<file path="src/rtl/byte_demux8_pkg.sv">
// rtl/byte_demux8_pkg.sv - shared state encoding and sizes for the byte demux
package byte_demux8_pkg;

  localparam int LANES  = 8;
  localparam int IDX_W  = 3;
  localparam int BYTE_W = 8;
  localparam int WORD_W = LANES * BYTE_W;
  localparam int CNT_W  = 4;

  typedef enum logic {
    FILL = 1'b0,
    FULL = 1'b1
  } state_t;

endpackage

</file>
<file path="src/rtl/byte_demux8_if.sv">
// rtl/byte_demux8_if.sv - byte input / word output handshake bundle
interface byte_demux8_if;
  import byte_demux8_pkg::*;

  logic [BYTE_W-1:0] in_data;
  logic              in_valid;
  logic              in_ready;
  logic              flush;
  logic [WORD_W-1:0] out_word;
  logic [CNT_W-1:0]  out_count;
  logic              out_valid;
  logic              out_ready;
  logic [IDX_W-1:0]  lane_ptr;

  modport slave (
    input  in_data, in_valid, flush, out_ready,
    output in_ready, out_word, out_count, out_valid, lane_ptr
  );

  modport master (
    output in_data, in_valid, flush, out_ready,
    input  in_ready, out_word, out_count, out_valid, lane_ptr
  );

endinterface

</file>
<file path="src/rtl/byte_demux8_lane_reg8.sv">
// rtl/byte_demux8_lane_reg8.sv - one lane register; a write beats a clear in the same cycle
module lane_reg8 #(
  parameter int W = 8
) (
  input  logic         clk,
  input  logic         rst_n,
  input  logic         clr,
  input  logic         we,
  input  logic [W-1:0] d,
  output logic [W-1:0] q
);

  always_ff @(posedge clk) begin
    if (!rst_n) begin
      q <= '0;
    end else if (we) begin
      q <= d;
    end else if (clr) begin
      q <= '0;
    end
  end

endmodule

</file>
<file path="src/rtl/byte_demux8.sv">
// rtl/byte_demux8.sv - steers bytes into 8 lanes and hands out assembled words
module byte_demux8
  import byte_demux8_pkg::*;
#(
  parameter int W = 8
) (
  input  logic          clk,
  input  logic          rst_n,
  byte_demux8_if.slave  bus
);

  state_t             state;
  state_t             state_nxt;
  logic [IDX_W-1:0]   lane_ptr;
  logic [CNT_W-1:0]   out_count;
  logic               out_valid;
  logic               in_ready;
  logic               in_xfer;
  logic               out_xfer;
  logic               closing;
  logic [IDX_W-1:0]   wr_idx;
  logic [LANES-1:0]   lane_we;
  logic [W-1:0]       lane_q [LANES];
  logic [LANES*W-1:0] word;

  assign in_xfer  = bus.in_valid & in_ready;
  assign out_xfer = out_valid & bus.out_ready;
  // An input transfer closes the word when it fills lane 7 or rides with flush.
  assign closing  = in_xfer & ((lane_ptr == IDX_W'(LANES - 1)) | bus.flush);

  always_ff @(posedge clk) begin
    if (!rst_n) begin
      state <= FILL;
    end else begin
      state <= state_nxt;
    end
  end

  always_comb begin
    state_nxt = state;
    case (state)
      FILL: begin
        if (closing) begin
          state_nxt = FULL;
        end else if (!in_xfer && bus.flush && (lane_ptr != '0)) begin
          state_nxt = FULL;
        end
      end
      FULL: begin
        if (out_xfer) begin
          state_nxt = FILL;
        end
      end
      default: state_nxt = FILL;
    endcase
  end

  always_comb begin
    out_valid = (state == FULL);
    in_ready  = (state == FILL) | bus.out_ready;
  end

  always_ff @(posedge clk) begin
    if (!rst_n) begin
      lane_ptr  <= '0;
      out_count <= '0;
    end else if (state == FILL) begin
      if (in_xfer) begin
        lane_ptr <= lane_ptr + IDX_W'(1);
        if (closing) begin
          out_count <= {1'b0, lane_ptr} + CNT_W'(1);
        end
      end else if (bus.flush && (lane_ptr != '0)) begin
        out_count <= {1'b0, lane_ptr};
      end
    end else if (out_xfer) begin
      lane_ptr  <= in_xfer ? IDX_W'(1) : '0;
      out_count <= '0;
    end
  end

  // In FULL an accepted byte always belongs to the next word, so it lands in lane 0.
  assign wr_idx = (state == FULL) ? '0 : lane_ptr;

  always_comb begin
    lane_we = '0;
    if (in_xfer) begin
      lane_we[wr_idx] = 1'b1;
    end
  end

  for (genvar k = 0; k < LANES; k++) begin : g_lane
    lane_reg8 #(.W(W)) u_lane (
      .clk   (clk),
      .rst_n (rst_n),
      .clr   (out_xfer),
      .we    (lane_we[k]),
      .d     (bus.in_data),
      .q     (lane_q[k])
    );
    assign word[k*W +: W] = lane_q[k];
  end

  assign bus.out_word  = word;
  assign bus.out_count = out_count;
  assign bus.out_valid = out_valid;
  assign bus.in_ready  = in_ready;
  assign bus.lane_ptr  = lane_ptr;

endmodule
</file>
<file path="src/flat_wrapper.sv">
// flat-port wrapper written by rule: the top's interface ports become plain ports
module byte_demux8_flat import byte_demux8_pkg::*;
#(
  parameter int W = 8
)
  (clk, rst_n, bus_in_data, bus_in_valid, bus_flush, bus_out_ready, bus_in_ready, bus_out_word, bus_out_count, bus_out_valid, bus_lane_ptr);
  byte_demux8_if bus_i ();
  input  logic clk;
  input  logic rst_n;
  input wire logic [$bits(bus_i.in_data)-1:0] bus_in_data;
  input wire logic [$bits(bus_i.in_valid)-1:0] bus_in_valid;
  input wire logic [$bits(bus_i.flush)-1:0] bus_flush;
  input wire logic [$bits(bus_i.out_ready)-1:0] bus_out_ready;
  output wire logic [$bits(bus_i.in_ready)-1:0] bus_in_ready;
  output wire logic [$bits(bus_i.out_word)-1:0] bus_out_word;
  output wire logic [$bits(bus_i.out_count)-1:0] bus_out_count;
  output wire logic [$bits(bus_i.out_valid)-1:0] bus_out_valid;
  output wire logic [$bits(bus_i.lane_ptr)-1:0] bus_lane_ptr;
  assign bus_i.in_data = bus_in_data;
  assign bus_i.in_valid = bus_in_valid;
  assign bus_i.flush = bus_flush;
  assign bus_i.out_ready = bus_out_ready;
  assign bus_in_ready = bus_i.in_ready;
  assign bus_out_word = bus_i.out_word;
  assign bus_out_count = bus_i.out_count;
  assign bus_out_valid = bus_i.out_valid;
  assign bus_lane_ptr = bus_i.lane_ptr;
  byte_demux8 #(.W(W)) u_core (.clk(clk), .rst_n(rst_n), .bus(bus_i));
endmodule
</file>
<file path="config.mk">
export PLATFORM = sky130hd
export DESIGN_NAME = byte_demux8_flat
export DESIGN_NICKNAME = d
export VERILOG_FILES = /design/src/rtl/byte_demux8_pkg.sv /design/src/rtl/byte_demux8_if.sv /design/src/rtl/byte_demux8_lane_reg8.sv /design/src/rtl/byte_demux8.sv /design/src/flat_wrapper.sv
export SDC_FILE = /design/constraint.sdc
export NUM_CORES = 1
export LEC_CHECK = 0
export CORE_MARGIN = 2
export CORE_UTILIZATION = 44
export CTS_BUF_LIST = sky130_fd_sc_hd__clkbuf_2
export DETAILED_ROUTE_END_ITERATION = 8
export PLACE_DENSITY_LB_ADDON = 0.3
export SLEW_MARGIN = 10
export SYNTH_ARGS = -nofsm -noshare
export SYNTH_HDL_FRONTEND = slang
export SYNTH_SLANG_ARGS = --single-unit
</file>
<file path="constraint.sdc">
create_clock -name clk -period 1.3 [get_ports clk]
set_input_delay 0.195 -clock clk [delete_from_list [all_inputs] [get_ports clk]]
set_output_delay 0.195 -clock clk [all_outputs]
set_load 0.01 [all_outputs]
</file>
==> impl_metrics.json <==
{
  "status": "complete, but fails checks",
  "violations": "DRC, setup timing",
  "yosysWarningCount": 0,
  "period_minus_slack_ns": 1.499,
  "tightest_slew_ns": 0.4672,
  "antenna_found_initial": 0,
  "drv_cap": 0,
  "total_power_mw": 4.463,
  "synthesis.nets": 379,
  "fin_area_mm2": 0.004928,
  "register_area_mm2": 0.001539,
  "multi_input_area_mm2": 0.001949,
  "hold_viol": 0,
  "timing.final.ws_setup_ns": -0.1995,
  "critPathKind": "register to register",
  "wl_per_cell_um": 18.95,
  "synth_edf_count": 0,
  "grtUsageTotal_pct": 26.93,
  "io_buffers": 85,
  "met3_usage_pct": 6.064,
  "r2r_setup_slack_ns": -0.20,
  "peakVddDrop_uv": 580.1,
  "drt_iter0_drc": 204,
  "syn_avg_cell_area_um2": 8.117,
  "diodes": 0,
  "core_region_area_mm2": 0.006422,
  "grt_pass1_wl_um": 15450,
  "grt_pass1_vias": 3043,
  "grt_max_degree": 32,
  "post_dp_cell_area_mm2": 0.004098,
  "end_kind": "register",
  "fmax_mhz": 666.9,
  "post-synth-top-count-cell": "nand2_1",
  "synth.distinct_cells": 32,
  "grt_use_met1_pct": 35.05,
  "area_delta_synth_final_pct": 67.26,
  "setup_viol": 74,
  "dp.cells": 526,
  "hpwl_um": 5746,
  "synth-seq-area-share_pct": 48.92,
  "leakagePower_nw": 1.985,
  "clock_sinks": 72,
  "die_w_um": 85.84,
  "arrival_ns": 1.93,
  "die-height_um": 85.84,
  "via_per_inst": 5.722,
  "hp-class": "input pin to register",
  "firstDrtPassIters": 7,
  "fin_cells": 571,
  "synth-async-reset-ratio_pct": 0,
  "drive_above_1_share_pct": 75.10,
  "synth.area.top_cells": "dfxtp_1, nand3_1, a21oi_1, nand2_1, buf_2",
  "grt_overflow_total": 0,
  "preCtsSetupSlack_ns": -0.4473,
  "drt_wl_total_um": 10820,
  "pin_count": 86,
  "clk_latency_ns": 0.53,
  "drc_errors": 9,
  "synth_top_area_share_pct": 48.92,
  "required_ns": 1.73,
  "cp_max_fo": 8,
  "grtUsageMet2_pct": 43.11,
  "initial_core_util_pct": 45.88,
  "cp-start-kind": "register",
  "clkSlewWorstSetupHoldPaths_ns": 0.22,
  "top_usage_layer": "met2",
  "rows": 29,
  "rsz0062_at_grt": "true",
  "clock_skew_ns": 0.02045,
  "syn-instance-count": 363,
  "yosys-top-cells-count": "nand2_1, dfxtp_1, nand3_1, a21oi_1, buf_2",
  "fillers": 417,
  "cts_tree": "done",
  "gp_congestion": 0.7991,
  "powerDensity_mw_per_mm2": 905.5,
  "nets": 505,
  "ys_ff_latch": 72,
  "cts_root_buf": "clkbuf_2",
  "fp.dieArea_mm2": 0.007368,
  "whs_ns": 0.3769,
  "cts_inserted_buffers": 9,
  "drtAntennaViolNets": 0,
  "cts.path.max_buffers": 2,
  "netlist_area_mm2": 0.002947,
  "synthFlopType": "dfxtp_1",
  "htree_levels": 3,
  "synth_top_area_cell": "dfxtp_1",
  "dr_total_vias": 3267,
  "fin_crit_sh_pct": 115.3,
  "report.final.slew_viol_count": 0,
  "relSlewSlack_pct": 68.86
}
area by class of cell:
| type | count | share of cell area [%] |
|---|---|---|
| timing repair buffer | 151 | 24.42 |
| clock inverter | 7 | 1.447 |
| multi-input combinational | 250 | 39.55 |
| inverter | 5 | 0.4824 |
| clock buffer | 9 | 0.9139 |
| tap | 77 | 1.955 |
| sequential | 72 | 31.23 |
where the power goes:
part           switching, mW  internal (mW)  leakage [nW]  total [mW]
Sequential            0.0306           2.27         0.618        2.30
Clock                  0.884          0.443        0.0659        1.33
Combinational          0.460          0.380          1.30       0.840
critical path, stage by stage, from the launching register on:
cell	delay, ns
dfxtp_4	0.40
buf_6	0.12
nand3b_4	0.21
or3_4	0.49
nand3_2	0.11
a21oi_2	0.06
cell usage in the layout (no fill, tap or decap), types with 3 or more instances in the layout:
cell type         n
nor2_1            3
nand2_2          29
clkdlybuf4s50_1  12
clkbuf_2         10
nor3_4            3
dfxtp_4           3
nand3_2          40
buf_4            38
mux2i_1           5
o21ai_1           8
o21ai_0           4
nand2_1          37
buf_6            24
or3_4             4
nand3_1          17
buf_2            67
and3_4            3
buf_12            8
ha_4              3
a21oi_2          38
nand4_1           8
a21oi_1          17
nand2_4           7
dfxtp_2          69
path summary, 6_finish.rpt:
path | start | to | depth (start not counted)
max | u_core.bus.out_valid | u_core.g_lane[5].u_lane.q[6] | 5
min | bus_in_data[4] | u_core.g_lane[4].u_lane.q[4] | 4
max reg2reg | u_core.bus.out_valid | u_core.g_lane[5].u_lane.q[6] | 5
min reg2reg | u_core.g_lane[0].u_lane.q[0] | u_core.g_lane[0].u_lane.q[0] | 2
logic make-up (layout without fill, tap and decap cells):
group / after synthesis / in the layout / share of synthesized area (%)
and+or+nand+nor: 166 / 166 / 27.64
xor gates and xnor gates: 1 / 1 / 0.2973
muxes: 5 / 5 / 1.699
DFF: 72 / 72 / 48.92
adders and majority gates: 3 / 3 / 1.274
AOI/OAI and AO/OA: 75 / 75 / 13.46
buffers and inverters: 41 / 172 / 6.709
registers in the layout (all words and copies together), names as in the netlist:
register,flops
u_core.bus.out_valid,1
u_core.bus.out_count,4
u_core.bus.lane_ptr,3
u_core.g_lane.u_lane.q,64
metrics by stage:
step / setup TNS [ns] / utilization (%)
final: -9.659 / 76.74
after global routing: -14.56 / 76.74
after CTS: -5.668 / 71.44
after detailed placement: -27.60 / 63.80
after global placement: -26.88 / 63.80
after floorplan: -0.04335 / -
what timing repair did:
action / 4_1_cts / 5_1_grt
pin swaps: 50 / 61
resized for setup: 444 / 114
hold endpoints to repair: 0 / 0
hold buffers: 0 / 0
setup buffers: 16 / 12
cloned: 2 / 0
setup endpoints to repair: 142 / 93
layer usage:
| layer | vias up | routed length, µm |
|---|---|---|
| met2 | 166 | 5216 |
| met1 | 1567 | 4497 |
| li1 | 1500 | - |
| met3 | 34 | 765 |
| met5 | - | 0 |
| met4 | 0 | 342 |
Note: power is estimated with default switching activity, not from simulation.
